**config.mk**
```make
export PLATFORM = sky130hd
export DESIGN_NAME = alu_control_stage
export DESIGN_NICKNAME = d
export VERILOG_FILES = /design/src/rtl/alu_ctrl_pkg.sv /design/src/rtl/alu_op_decode.sv /design/src/rtl/alu_control_stage.sv
export SDC_FILE = /design/constraint.sdc
export NUM_CORES = 1
export LEC_CHECK = 0
export ABC_AREA = 0
export BUFFER_PORTS_ARGS = -buffer_cell sky130_fd_sc_hd__buf_2
export CORE_ASPECT_RATIO = 1.4
export CORE_MARGIN = 10
export CORE_UTILIZATION = 53
export DETAILED_ROUTE_END_ITERATION = 16
export PLACE_DENSITY = 0.84
export SYNTH_ARGS = -nofsm -noshare
export SYNTH_HDL_FRONTEND = slang
export SYNTH_SLANG_ARGS = --single-unit
```
**constraint.sdc**
```tcl
create_clock -name clk -period 2.2 [get_ports clk]
set_clock_uncertainty 0.05 [all_clocks]
set_input_delay 0.33 -clock clk [delete_from_list [all_inputs] [get_ports clk]]
set_output_delay 0.33 -clock clk [all_outputs]
set_load 0.02 [all_outputs]
```
**src/rtl/alu_ctrl_pkg.sv**
```systemverilog
// Shared ALU Operation codes and ALUOp classes for the decoder and the ALU.
package alu_ctrl_pkg;

  localparam int OP_W = 4;

  localparam logic [OP_W-1:0] OP_AND = 4'b0000;
  localparam logic [OP_W-1:0] OP_OR  = 4'b0001;
  localparam logic [OP_W-1:0] OP_ADD = 4'b0010;
  localparam logic [OP_W-1:0] OP_XOR = 4'b0101;
  localparam logic [OP_W-1:0] OP_SUB = 4'b0110;
  localparam logic [OP_W-1:0] OP_SLL = 4'b0111;
  localparam logic [OP_W-1:0] OP_EQ  = 4'b1000;
  localparam logic [OP_W-1:0] OP_NE  = 4'b1001;
  localparam logic [OP_W-1:0] OP_SLT = 4'b1100;
  localparam logic [OP_W-1:0] OP_SRA = 4'b1110;
  localparam logic [OP_W-1:0] OP_SRL = 4'b1111;

  localparam logic [6:0] F7_ZERO = 7'b0000000;
  localparam logic [6:0] F7_ALT  = 7'b0100000;

  typedef enum logic [1:0] {
    ALUOP_MEM = 2'b00,
    ALUOP_BR  = 2'b01,
    ALUOP_R   = 2'b10,
    ALUOP_I   = 2'b11
  } alu_op_e;

endpackage

```
**src/rtl/alu_op_decode.sv**
```systemverilog
// Combinational map from (ALUOp, Funct3, Funct7) to the ALU Operation code.
module alu_op_decode
  import alu_ctrl_pkg::*;
(
  input  logic [1:0]      ALUOp,
  input  logic [2:0]      Funct3,
  input  logic [6:0]      Funct7,
  output logic [OP_W-1:0] op,
  output logic            illegal
);

  // Illegal encodings fall through to ADD with the illegal flag raised.
  always_comb begin
    op      = OP_ADD;
    illegal = 1'b0;
    unique case (alu_op_e'(ALUOp))
      ALUOP_MEM: op = OP_ADD;
      ALUOP_BR: begin
        case (Funct3)
          3'b000:  op = OP_EQ;
          3'b001:  op = OP_NE;
          3'b100:  op = OP_SLT;
          default: illegal = 1'b1;
        endcase
      end
      ALUOP_R, ALUOP_I: begin
        case (Funct3)
          3'b000: begin
            if (alu_op_e'(ALUOp) == ALUOP_I || Funct7 == F7_ZERO) op = OP_ADD;
            else if (Funct7 == F7_ALT)                            op = OP_SUB;
            else                                                  illegal = 1'b1;
          end
          3'b001: begin
            if (Funct7 == F7_ZERO) op = OP_SLL;
            else                   illegal = 1'b1;
          end
          3'b010: op = OP_SLT;
          3'b100: op = OP_XOR;
          3'b101: begin
            if (Funct7 == F7_ZERO)     op = OP_SRL;
            else if (Funct7 == F7_ALT) op = OP_SRA;
            else                       illegal = 1'b1;
          end
          3'b110: op = OP_OR;
          3'b111: op = OP_AND;
          default: illegal = 1'b1;
        endcase
      end
      default: illegal = 1'b1;
    endcase
  end

endmodule

```
**src/rtl/alu_control_stage.sv**
```systemverilog
// ID/EX ALU control stage: decode, main+skid output registers with valid/ready,
// and a saturating count of accepted illegal ops.
module alu_control_stage
  import alu_ctrl_pkg::*;
#(
  parameter int OPCODE_LENGTH = 4,
  parameter int TAG_WIDTH     = 32,
  parameter int CNT_WIDTH     = 16
) (
  input  logic                     clk,
  input  logic                     rst_n,
  input  logic                     in_valid,
  output logic                     in_ready,
  input  logic [1:0]               ALUOp,
  input  logic [2:0]               Funct3,
  input  logic [6:0]               Funct7,
  input  logic [TAG_WIDTH-1:0]     in_tag,
  output logic                     out_valid,
  input  logic                     out_ready,
  output logic [OPCODE_LENGTH-1:0] Operation,
  output logic                     out_illegal,
  output logic [TAG_WIDTH-1:0]     out_tag,
  output logic [CNT_WIDTH-1:0]     illegal_count
);

  logic [OP_W-1:0]          dec_op;
  logic                     dec_illegal;
  logic                     skid_valid;
  logic [OPCODE_LENGTH-1:0] skid_op;
  logic                     skid_illegal;
  logic [TAG_WIDTH-1:0]     skid_tag;
  logic                     accept;
  logic                     main_free;

  alu_op_decode u_decode (
    .ALUOp   (ALUOp),
    .Funct3  (Funct3),
    .Funct7  (Funct7),
    .op      (dec_op),
    .illegal (dec_illegal)
  );

  // in_ready comes straight from the skid flop, so it never depends on out_ready.
  assign in_ready  = ~skid_valid;
  assign accept    = in_valid & in_ready;
  assign main_free = ~out_valid | out_ready;

  always_ff @(posedge clk or negedge rst_n) begin
    if (!rst_n) begin
      out_valid    <= 1'b0;
      Operation    <= '0;
      out_illegal  <= 1'b0;
      out_tag      <= '0;
      skid_valid   <= 1'b0;
      skid_op      <= '0;
      skid_illegal <= 1'b0;
      skid_tag     <= '0;
    end else if (main_free) begin
      // A full skid implies in_ready=0, so no new input competes with it here.
      if (skid_valid) begin
        out_valid   <= 1'b1;
        Operation   <= skid_op;
        out_illegal <= skid_illegal;
        out_tag     <= skid_tag;
        skid_valid  <= 1'b0;
      end else if (accept) begin
        out_valid   <= 1'b1;
        Operation   <= OPCODE_LENGTH'(dec_op);
        out_illegal <= dec_illegal;
        out_tag     <= in_tag;
      end else begin
        out_valid   <= 1'b0;
      end
    end else if (accept) begin
      skid_valid   <= 1'b1;
      skid_op      <= OPCODE_LENGTH'(dec_op);
      skid_illegal <= dec_illegal;
      skid_tag     <= in_tag;
    end
  end

  always_ff @(posedge clk or negedge rst_n) begin
    if (!rst_n) begin
      illegal_count <= '0;
    end else if (accept && dec_illegal && (illegal_count != {CNT_WIDTH{1'b1}})) begin
      illegal_count <= illegal_count + CNT_WIDTH'(1);
    end
  end

endmodule
```
== Word-level counts from Yosys, hierarchy flattened ==
Cells that the tools add are included.
Storage, ports and cells
  bits of input ports: 48
  logic and storage cells: 64
  flip-flop bits (word level): 92
  output and inout port bits: 55
Cells by class
  muxes and demuxes: 25
  equal/unequal tests: 11
  bitwise operators: 5
  reduce and logical (&&, ||, !) cells: 13
  add/sub/neg operators: 1
Operators by type and width (count)
  $mux 32: 2
  $pmux 4 s7: 1
  $pmux 4 s3: 2
  $mux 4: 5
  $add 16x1->16 const B: 1
  $ne 16x16->1 const B: 1
  $eq 3x3->1 const B: 4
  $mux 1: 11
  $eq 7x6->1 const B: 1
  $logic_not 7->1: 1
  $mux 3: 2
  $eq 2x2->1 const B: 2
  $pmux 1 s4: 1
  $reduce_and 2->1: 2
  $reduce_bool 2->1: 2
  $reduce_or 4->1: 1
  $eq 3x1->1 const B: 1
  $eq 3x2->1 const B: 1
  $logic_not 3->1: 1
  $not 1->1: 3
  $reduce_or 3->1: 1
  $eq 2x1->1 const B: 1
  $logic_and 1x1->1: 2
  $logic_not 2->1: 1
  other kinds (5): 5

== Longest topological paths before layout ==
  depth after elaboration: 7
  depth in mapped cells: 8
  mapped depth without buffers: 6

== Cells and area by module ==
Synthesis repeated with hierarchy kept, for this count alone.
Unflattened totals
  cells, all modules: 364
  area, all modules: 4206.5 um^2
By module, submodules not included
  alu_control_stage: cells each 326, sequential area each 2302.2 um^2, area an instance 3970.1 um^2, times used 1
  alu_op_decode: cells each 38, sequential area each 0.0 um^2, area an instance 236.5 um^2, times used 1

== Least setup slack after synthesis ==
No wires, ideal clock.
  path type: reg-to-reg
  from: reg skid_valid
  to: reg skid_tag[10]
  data required time: 2025 ps
  arrival: 1709 ps
  setup slack: 316 ps
  cell stages (with the launch flop): 8
  buffers on the path: 3
  period minus slack after synthesis: 1884 ps
  library setup time: 125 ps
  cells stage by stage: dfrtp_1 -> buf_2 -> inv_1 -> nand2_1 -> nor2_1 -> buf_2 -> buf_2 -> mux2_2
On the way
  cells in the longest elaborated chain, start to end: 3
Ends and longest elaborated chain
  start, declared: line alu_control_stage.sv:28  | logic skid_valid;
  start signal, assigned: line alu_control_stage.sv:54  | skid_valid <= 1'b0;
  start signal, assigned: line alu_control_stage.sv:65  | skid_valid <= 1'b0;
  start signal, assigned: line alu_control_stage.sv:75  | skid_valid <= 1'b1;
  $not 1->1: line alu_control_stage.sv:44  | assign in_ready = ~skid_valid;
  named net in_ready: line alu_control_stage.sv:13  | output logic in_ready,
  $and 1x1->1: line alu_control_stage.sv:45  | assign accept = in_valid & in_ready;
  $reduce_and 2->1 (no source line)
  end signal, assigned: line alu_control_stage.sv:78  | skid_tag <= in_tag;
  end, declared: line alu_control_stage.sv:31  | logic [TAG_WIDTH-1:0] skid_tag;
The timed path passes the listed nets, and every way through them passes these cells.
A chain may end at the register's enable or synchronous reset.

== Worst setup path after layout ==
  from: reg illegal_count[0]
  to: reg illegal_count[14]
On the way
  cells in the longest elaborated chain, start to end: 2
  elaborated cells between the ends (all ways): 3
  those cells by class: add/sub (1); eq/ne (1); reduce/logical (1)
Ends and longest elaborated chain
  start, declared: line alu_control_stage.sv:23  | output logic [CNT_WIDTH-1:0] illegal_count
  start signal, assigned: line alu_control_stage.sv:86  | illegal_count <= illegal_count + CNT_WIDTH'(1);
  parallel branches: the longest is 2 deep, another holds $add 16x1->16
Several ways; the timed one is not identified.

==> reports/results.env <==
DESIGN.DIE.AREA_UM2=12000
CRIT_PATH_MAX_FO=4
PLACE.DETAILED.HPWL_UM=7410
FINALMAXSLEWVIOLATIONS=0
SYNTH_CELL_TYPE_COUNT=45
INITIAL_ANTENNA_VIOLATION_COUNT=0
DIEWIDTH_UM=95.4
DETAIL_ROUTE.WIRELENGTH_UM=9940
CTSHOLDBUFFERS=1
CTS_BUFFERS=9
HOLD_WS_NS=0.164
SETUP_TOTAL_NEGATIVE_SLACK_NS=0
POWER_DENSITY_nW_PER_UM2=910
YOSYS_REG_BITS=92
POSTSYNTHAREAPERCELL_UM2=11.2
GRT_SETUP_UNREPAIRED='no'
WORST-ENDPOINT-REQUIRED_NS=2.41
DETAILEDROUTE.FIRSTPASSITERATIONCOUNT=5
PORT_BUFFERS=102
P_LEAK_nW=2.35
SYNTH.YOSYS.WARNINGS=0
AVGVIACOUNTPERCELL=5.57
NUMBER_OF_MAX_CAP_VIOLATIONS=0
CTS_NUM_SINKS=92
WORSTPATHBUFFERINVERTERCOUNT=0
SYNTH_ENABLE_FLOP_CELLS=0
OUTCOME='complete, no violations'
MAX_SLEW.WORST_PIN.SLEW_NS=0.600
SYNTH_ASYNC_SR_FLOP_SHARE_PCT=100
AREAGROWTHSYNTHTOFINISH_PCT=21.4
CTS.PATH.MAX_BUFFERS=2
PLACEABLECOREAREA_UM2=7750
PORTION_OF_THE_POST_SYNTHESIS_AREA_USED_BY_SEQUENTIAL_ELEMENTS_PCT=54.6
FINAL_HOLD_VIOL_COUNT=0
TIMING.CRITICAL_PATH.TO_TYPE='flop'
PLACEMENTROWS=38
CRIT_PATH_TOP_DELAY_CELL='sky130_fd_sc_hd__dfrtp_1'
FINAL_LAYOUT_SIZE_SUFFIX_GT1_SHARE_PCT=36.5
NNETSFINAL=526
CTS-RESIZED-GATES=0
CLOCK_INSERTION_DELAY_WORST_SKEW_NS=0.36
LAYOUT_WORST_PATH_CYCLE_SHARE_PCT=89.2
TRITONCTS_CLOCK_TREE='built'
SETUP_VIOL=0
START_UTIL_PCT=54.4
VIAS=3239
SYNTHFLOPTYPE='sky130_fd_sc_hd__dfrtp_1'
YOSYSTOPAREACELLSHARE_PCT=54.6
POST_SYNTH_MAIN_AREA_CONTRIBUTORS='sky130_fd_sc_hd__dfrtp_1 55%, sky130_fd_sc_hd__mux2_2 9.6%, sky130_fd_sc_hd__mux2i_1 7.8%'
CLOCKROOTBUFFER='sky130_fd_sc_hd__clkbuf_8'
DIE_HEIGHT_UM=126
TIMING.CRITICAL_PATH.MAX_DELAY_FAMILY='simple AND/OR/NAND/NOR gates'
DESIGN.PORTCOUNT=103
CRITICAL_PATH.STARTPOINT_TYPE='flop'
FIRST_PASS_GRT_WIRE_LENGTH_UM=16100
SYNTH_AREA_LEADER_CELL='sky130_fd_sc_hd__dfrtp_1'
CRIT_PATH_LARGEST_CELL_DELAY_NS=0.42
FMAX_GHz=0.510
DRT_FIRST_ITER_VIOLATIONS=121
POST_LAYOUT_MINIMUM_CYCLE_TIME_NS=1.96
HOLDCRITPATHCLASS='in -> reg'
PLACED_CELLS=565
CRIT_ARRIVAL_NS=2.17
POST-CTS-SETUP-BUFFER-COUNT=0
FINAL_CELLS=582
CLK_PIN_SLEW_NS=0.09
IR_WORST_VDD_V=0.000634
CRIT_CHAIN='ha_1, nand2_1, or2_2, nor4_1, a21oi_1, a41oi_1'
CTS_HTREE_LEVELS=3
GR-TOTAL-OVERFLOW=0
SYNTHESIZED_NETLIST_CELL_COUNT=376
DRCVIOLATIONCOUNT=0
FIRST_GLOBAL_VIAS=3401
ROUTEDWLPERCELL_UM=17.1
MAXIMUM_NUMBER_OF_PINS_ON_ONE_NET_BEFORE_GLOBAL_ROUTE_REPAIR=93
ANT_NETS=0
GLOBALROUTETOTALUTIL_PCT=16.8
DIODES=0
SLEW_HEADROOM_PCT=59.8
CRIT_TYPE='reg -> reg'
POSTSYNTHNETCOUNT=425
NETLIST_AREA_UM2=4220
PLACE_CONGESTION=0.850
## cell families after synthesis
family          count (synthesis)  synth area share [%]
simple gates                  106                  12.6
flops                          92                  54.6
mux                            70                  17.8
compound gates                 66                  8.96
buf+inv                        28                  3.11
xor+xnor                       13                  2.70
fa+ha+maj                       1                 0.297
## through the flow
stage,cell area (µm²),utilization [%],power [mW],worst slack (ns)
global placement,4880,63.0,3.36,0.286
detailed placement,4880,63.0,3.44,0.244
finish,5120,66.1,4.66,0.238
floorplan,4220,-,2.97,0.316
global route,5120,66.1,4.94,0.159
CTS,5120,66.1,4.73,0.251
## worst paths after layout
check                                     to  slack (ns)  cells past startpoint              from
max                        illegal_count[14]        0.24                      6  illegal_count[0]
max in group asynchronous         skid_valid        1.17                      3             rst_n
min                             skid_tag[31]        0.16                      2        in_tag[31]
min reg2reg                      out_tag[29]        0.43                      2       out_tag[29]
max reg2reg                illegal_count[14]        0.24                      6  illegal_count[0]
min in group asynchronous   illegal_count[0]        0.47                      3             rst_n
## synthesized netlist by cell type, types with 2 or more instances
master and count:
sky130_fd_sc_hd__o21a_1 3, sky130_fd_sc_hd__inv_1 4, sky130_fd_sc_hd__buf_2 6, sky130_fd_sc_hd__mux2_2 36, sky130_fd_sc_hd__nand2b_1 3, sky130_fd_sc_hd__buf_1 4, sky130_fd_sc_hd__clkbuf_1 12, sky130_fd_sc_hd__nand3_1 10
sky130_fd_sc_hd__mux2i_1 33, sky130_fd_sc_hd__nor2_1 16, sky130_fd_sc_hd__or2_2 3, sky130_fd_sc_hd__and3b_1 2, sky130_fd_sc_hd__nand4b_1 2, sky130_fd_sc_hd__nand2_1 46, sky130_fd_sc_hd__xnor2_1 13, sky130_fd_sc_hd__a21oi_1 7
sky130_fd_sc_hd__o21ai_0 43, sky130_fd_sc_hd__nand4_1 8, sky130_fd_sc_hd__nor2b_1 4, sky130_fd_sc_hd__and3_1 5, sky130_fd_sc_hd__dfrtp_1 92
## flip-flops by register name, indices dropped and copies added (netlist names)
register and cells:
out_tag 32, skid_op 4, skid_tag 32, skid_illegal 1, illegal_count 16, skid_valid 1
Operation 4, out_illegal 1, out_valid 1
## where the power goes
part	internal, mW	switching, mW
clock	0.679	0.596
sequential	2.03	0.213
combinational	0.481	0.659
## per-layer routing
layer | global-route usage (%) | vias up | wire [µm] | share of wire [%]
met5 | 0 | - | 0 | 0
met4 | 6.53 | 0 | 212 | 2.1
met3 | 6.71 | 21 | 913 | 9.2
met2 | 28.4 | 121 | 5060 | 51
met1 | 18.3 | 1584 | 3760 | 38
li1 | - | 1513 | - | -
## layout make-up
type / instances / area [µm²]
repair buffers: 114 / 643
fillers: 594 / 2630
multi-input cells: 256 / 1800
clock inverters: 6 / 92.6
inverters: 4 / 15.0
flip-flops and latches: 92 / 2300
clock buffers: 10 / 138
well taps: 100 / 125
## cells in the final DEF, fill, tap and decap left out, types with 4 or more instances in the layout
master                       n
sky130_fd_sc_hd__buf_2     101
sky130_fd_sc_hd__dfrtp_1    91
sky130_fd_sc_hd__nand2_1    46
sky130_fd_sc_hd__o21ai_0    42
sky130_fd_sc_hd__mux2_2     36
sky130_fd_sc_hd__mux2i_1    33
sky130_fd_sc_hd__nor2_1     15
sky130_fd_sc_hd__xnor2_1    13
sky130_fd_sc_hd__nand3_1    10
sky130_fd_sc_hd__clkbuf_8   10
sky130_fd_sc_hd__buf_4       9
sky130_fd_sc_hd__nand4_1     8
sky130_fd_sc_hd__a21oi_1     7
sky130_fd_sc_hd__and3_1      5
sky130_fd_sc_hd__inv_1       4
sky130_fd_sc_hd__nor2b_1     4
(Power assumes the default switching activity.)
